<file path="config.mk">
export PLATFORM = sky130hd
export DESIGN_NAME = pipe_generator
export DESIGN_NICKNAME = d
export VERILOG_FILES = /design/src/rtl/flappy_pkg.sv /design/src/rtl/pipe_generator_lfsr8.sv /design/src/rtl/pipe_generator.sv
export SDC_FILE = /design/constraint.sdc
export NUM_CORES = 1
export LEC_CHECK = 0
export ABC_AREA = 1
export ABC_CLOCK_PERIOD_IN_PS = 2000
export CAP_MARGIN = 20
export CORE_UTILIZATION = 49
export CTS_BUF_LIST = sky130_fd_sc_hd__clkbuf_8
export CTS_CLUSTER_DIAMETER = 120
export DETAILED_ROUTE_END_ITERATION = 8
export MAX_ROUTING_LAYER = met4
export PLACE_DENSITY_LB_ADDON = 0.25
export SLEW_MARGIN = 5
export SYNTH_ARGS = -nofsm -noshare
export SYNTH_HDL_FRONTEND = slang
export SYNTH_SLANG_ARGS = --single-unit
</file>
<file path="constraint.sdc">
create_clock -name Clk -period 2 [get_ports Clk]
set_input_delay 0.4 -clock Clk [delete_from_list [all_inputs] [get_ports Clk]]
set_output_delay 0.4 -clock Clk [all_outputs]
set_load 0.1 [all_outputs]
</file>
<file path="src/rtl/flappy_pkg.sv">
// Constants and state encodings shared between the pipe generator and
// the collision checker.
package flappy_pkg;

    localparam int unsigned SCREEN_W = 640;
    localparam int unsigned SCREEN_H = 480;
    localparam int unsigned PIPE_W   = 80;
    localparam int unsigned GAP_H    = 100;

    typedef enum logic [1:0] {
        QIdle = 2'b00,
        QRun  = 2'b01,
        QStop = 2'b10
    } state_t;

endpackage

</file>
<file path="src/rtl/pipe_generator_lfsr8.sv">
// Free-running 8-bit Fibonacci LFSR, polynomial x^8+x^6+x^5+x^4+1.
// The all-zero state is a lockup point, so it reloads the seed if ever seen.
module lfsr8 (
    input  logic       Clk,
    input  logic       reset_n,
    input  logic [7:0] seed,
    output logic [7:0] value
);

    logic feedback;

    assign feedback = value[7] ^ value[5] ^ value[4] ^ value[3];

    // Shift every clock; reload the seed on reset or on a zero lockup.
    always_ff @(posedge Clk or negedge reset_n) begin
        if (!reset_n) begin
            value <= seed;
        end else if (value == 8'h00) begin
            value <= seed;
        end else begin
            value <= {value[6:0], feedback};
        end
    end

endmodule

</file>
<file path="src/rtl/pipe_generator.sv">
// Pipe generator: scrolls one pipe left on each frame Tick, respawns it at
// the right edge with a pseudo-random gap height, and counts passed pipes.
module pipe_generator #(
    parameter int unsigned SCREEN_W = flappy_pkg::SCREEN_W,
    parameter int unsigned PIPE_W   = flappy_pkg::PIPE_W,
    parameter int unsigned SPEED    = 4,
    parameter int unsigned BIRD_X   = 160,
    parameter int unsigned Y_MIN    = 60,
    parameter logic [7:0]  SEED     = 8'hA5
) (
    input  logic       Clk,
    input  logic       reset_n,
    input  logic       Start,
    input  logic       Ack,
    input  logic       Tick,
    input  logic       Lose,
    output logic [9:0] X_Edge,
    output logic [9:0] Y_Edge,
    output logic [3:0] Score,
    output logic       Pipe_Valid,
    output logic       Q_Idle,
    output logic       Q_Run,
    output logic       Q_Stop
);

    import flappy_pkg::*;

    state_t      state;
    state_t      state_next;
    logic [9:0]  x_next;
    logic [9:0]  y_next;
    logic [3:0]  score_next;
    logic        passed;
    logic        passed_next;
    logic [7:0]  lfsr;
    logic [9:0]  xn;
    logic [10:0] right_edge;
    logic [9:0]  y_spawn;

    lfsr8 u_lfsr (
        .Clk     (Clk),
        .reset_n (reset_n),
        .seed    (SEED),
        .value   (lfsr)
    );

    // X after one scroll step, and the pipe's right edge at that position
    // (11 bits so the sum cannot wrap).
    assign xn         = X_Edge - 10'(SPEED);
    assign right_edge = {1'b0, xn} + 11'(PIPE_W);
    assign y_spawn    = 10'(Y_MIN) + {2'b00, lfsr};

    // Next-state and datapath update; everything holds unless a rule fires.
    always_comb begin
        state_next  = state;
        x_next      = X_Edge;
        y_next      = Y_Edge;
        score_next  = Score;
        passed_next = passed;
        case (state)
            QIdle: begin
                if (Start) begin
                    state_next  = QRun;
                    x_next      = 10'(SCREEN_W);
                    y_next      = y_spawn;
                    score_next  = 4'd0;
                    passed_next = 1'b0;
                end
            end
            QRun: begin
                if (Lose) begin
                    // Collision wins over a same-cycle Tick: freeze in place.
                    state_next = QStop;
                end else if (Tick) begin
                    if (X_Edge <= 10'(SPEED)) begin
                        x_next      = 10'(SCREEN_W);
                        y_next      = y_spawn;
                        passed_next = 1'b0;
                    end else begin
                        x_next = xn;
                        if (!passed && (right_edge < 11'(BIRD_X))) begin
                            passed_next = 1'b1;
                            if (Score != 4'd15) begin
                                score_next = Score + 4'd1;
                            end
                        end
                    end
                end
            end
            QStop: begin
                if (Ack) begin
                    state_next = QIdle;
                end
            end
            default: begin
                state_next = QIdle;
            end
        endcase
    end

    // State and datapath registers, all cleared asynchronously.
    always_ff @(posedge Clk or negedge reset_n) begin
        if (!reset_n) begin
            state  <= QIdle;
            X_Edge <= 10'(SCREEN_W);
            Y_Edge <= 10'(Y_MIN);
            Score  <= 4'd0;
            passed <= 1'b0;
        end else begin
            state  <= state_next;
            X_Edge <= x_next;
            Y_Edge <= y_next;
            Score  <= score_next;
            passed <= passed_next;
        end
    end

    assign Q_Idle     = (state == QIdle);
    assign Q_Run      = (state == QRun);
    assign Q_Stop     = (state == QStop);
    assign Pipe_Valid = (state == QRun) || (state == QStop);

endmodule

</file>
==> reports/summary.txt <==
================================================================================
Run status                                                          finished with violations
Violations in the final reports                                     setup timing
Critical path class                                                 flop to flop
Final Hold Violating Endpoints                                                 0
TritonCTS Sinks                                                               32
Relative area change from synthesis to final layout                        46.1%
RSZ-0062 raised after global routing                                         yes
Average footprint of a synthesized cell                                 8.24 µm²
Register area share after synthesis                                        43.9%
Cell with the most instances on the worst path                      sky130_fd_sc_hd__nand2_2
Number of global-route vias before repair                                  1,687
H-Tree Depth                                                                   2
Finish-stage setup viols                                                       4
Combined area of all synthesized cells                                  1850 µm²
R2R cell count                                                                18
Most used standard cell by instance count after synthesis           sky130_fd_sc_hd__nand2_1
Setup slack after layout                                              -0.0701 ns
Period utilisation layout                                                   104%
End point of the most critical hold path                            u_lfsr.value[1]
Multi-input logic area                                                  1020 µm²
Die Span X                                                               63.5 µm
Crit path time final                                                     2.07 ns
Top_reg_cell synth                                                  sky130_fd_sc_hd__dfrtp_1
Number of antenna cells inserted                                               0
Sequential cell area                                                     827 µm²
Clock insertion delay at the later pin of the skew report                0.28 ns
Critical path launch point type                                             flop
Synth warn                                                                     0
Number of different library cells in the post-synthesis netlist               31
CTS tree                                                                   built
Port buffer count                                                             30
Half-perimeter wire length after placement                               2940 µm
Worst reg2reg endpoint                                                  Score[2]
Setup slack, reg-to-reg                                                 -0.07 ns
Via density                                                                 5.11
Critical Path, Cell by Cell                                         inv_4, ha_4, inv_2, nand2_2, nand2_4, ha_4, inv_4, nand3_4, nand2_2, nand2_2, inv_2, nand2_1, nand2_1, nand3_1, nand2_2, nand2_4, nand2_2, nand2_2
Launching point of the worst reg2reg path                              X_Edge[3]
Worst clock skew                                                       0.0105 ns
Critical path buffers and inverters                                            4
Fill cells                                                                   224
Global-route wire length before repair                                   7450 µm
Remaining antenna violation count                                              0
Maximum number of pins on one net before global-route repair                  33
Pre-antenna DRT Iters                                                          4
Pre-CTS setup slack                                                    -0.139 ns
Yosys top cell by area                                              sky130_fd_sc_hd__dfrtp_1
Cells after synthesis                                                        225
Die span in y                                                            63.5 µm
Gate family responsible for the most delay along the worst path     simple AND/OR/NAND/NOR gates
Routability congestion estimate from global placement                      0.912
TritonCTS Buffers                                                              5
Async set-or-reset flop fraction in the synthesized netlist                 100%
Largest buffer count on any clock path                                         2
Required time of the worst setup path                                    2.17 ns
Hold Path Cell Cnt                                                             0
Startpoint of the worst setup timing path                              X_Edge[3]
GR Overflow Total                                                              0
Wirelength, routed                                                       4410 µm
Net count reported at finish                                                 295
Number of max-cap violations                                                   0
Post-synth EDFFs                                                               0
Sort of element at the end of the critical path                             flop
CP arrival                                                               2.24 ns
Area fraction of the dominant cell type after synthesis                    29.7%
Type of the tightest min-delay check                                flop to flop
Pins over their slew limit                                                     0
DRC errors left                                                                0
Vias after detailed routing                                                1,670
Flop and latch count out of synthesis                                         32
Starting Density                                                           53.5%
Number of primary I/O pins                                                    34
Clock transition at path regs                                            0.07 ns
Most frequent cells after synthesis                                 52 x sky130_fd_sc_hd__nand2_1, 26 x sky130_fd_sc_hd__inv_1, 22 x sky130_fd_sc_hd__dfrtp_1
Top area cells in the synthesized netlist                           sky130_fd_sc_hd__dfrtp_1 30%, sky130_fd_sc_hd__dfstp_2 14%, sky130_fd_sc_hd__nand2_1 11%
Highest net fanout along the worst path                                        4
Slowest cell delay on critical path                                      0.51 ns
Number of antenna violations at the first check in global routing              0
CP max stage cell                                                   sky130_fd_sc_hd__dfrtp_4
Share of post-route cells with drive strength above 1                      48.0%
All-Layer GR Usage                                                         24.6%
Buffer type at the clock tree root                                  sky130_fd_sc_hd__clkbuf_8
Cell row count                                                                21
Initial DRC count                                                             73
Die Area                                                                4030 µm²
Max Freq                                                               0.483 GHz
Routed length per instance                                               13.5 µm
Hold Path Origin                                                    u_lfsr.value[0]
Area of the core                                                        3470 µm²
================================================================================
[cell type report]
type	instances	area share, %
tap	46	2.12
sequential	32	30.5
clock inverter	2	0.277
multi-input combinational	154	37.6
clock buffer	6	3.05
timing repair buffer	52	21.0
inverter	35	5.40
[flip-flops by register name, summed over array words and instances, names as in the netlist]
| signal | count |
|---|---|
| Score | 4 |
| passed | 1 |
| Y_Edge | 9 |
| X_Edge | 8 |
| state | 2 |
| u_lfsr.value | 8 |
[per-layer routing]
metal / part of all wire [%] / up-vias / global-route usage, % / routed length, µm
li1: - / 818 / - / -
met1: 41 / 812 / 27.3 / 1800
met2: 55 / 34 / 43.2 / 2430
met3: 3.1 / 6 / 4.89 / 137
met4: 1.0 / 0 / 9.09 / 44
met5: 0 / - / - / 0
[what timing repair did]
action / 4_1_cts / 5_1_grt
endpoints found under the setup margin: 4 / 13
buffers inserted: 11 / 2
pin swaps: 14 / 16
hold buffers: 0 / 0
resized for setup: 16 / 17
gates cloned: 0 / 0
[worst max path at each step]
stage	end	slack (ns)	cells after the start
2_1_floorplan	Score[0]	-0.11	16
3_3_place_gp	Score[1]	-0.04	17
3_5_place_dp	Score[2]	-0.14	17
4_1_cts	Score[2]	-0.01	18
5_1_grt	Score[2]	-0.17	18
6_report	Score[2]	-0.07	18
[placed cells by master, fill, tap and decap left out, types with 5 or more instances in the layout]
cell type	n
sky130_fd_sc_hd__nand3_2	5
sky130_fd_sc_hd__clkdlybuf4s50_1	5
sky130_fd_sc_hd__dfrtp_1	17
sky130_fd_sc_hd__nand2_2	21
sky130_fd_sc_hd__inv_2	11
sky130_fd_sc_hd__buf_4	33
sky130_fd_sc_hd__o21ai_2	7
sky130_fd_sc_hd__nor2_1	16
sky130_fd_sc_hd__dfstp_2	10
sky130_fd_sc_hd__nand3_1	13
sky130_fd_sc_hd__nand2_1	36
sky130_fd_sc_hd__o21ai_0	6
sky130_fd_sc_hd__ha_1	5
sky130_fd_sc_hd__buf_12	13
sky130_fd_sc_hd__clkbuf_8	6
sky130_fd_sc_hd__a21oi_1	5
sky130_fd_sc_hd__inv_1	21
[kinds of logic (layout without fill, tap and decap cells)]
kind of cell / count (synthesis) / in the layout / share of synthesized area, %
xor gates and xnor gates: 7 / 7 / 3.31
AOI/OAI and AO/OA: 26 / 26 / 9.92
adders and majority gates: 9 / 9 / 6.07
DFF: 32 / 32 / 43.9
and+or+nand+nor: 109 / 109 / 27.3
other: 1 / 3 / 0.202
buffers and inverters: 41 / 95 / 9.31
[through the flow]
step	util, %	instances	TNS [ns]	hold WS, ns	area (µm²)
floorplan	-	227	-0.452	0.104	1940
global placement	70.0	306	-0.167	0.404	2430
detailed placement	70.0	306	-0.463	0.410	2430
CTS	76.6	325	-0.0184	0.419	2660
global route	78.1	327	-0.644	0.427	2710
finish	78.1	327	-0.228	0.421	2710
Power is not shown: default switching activity piles up to over one toggle a cycle in this logic, so the estimate is an artifact.
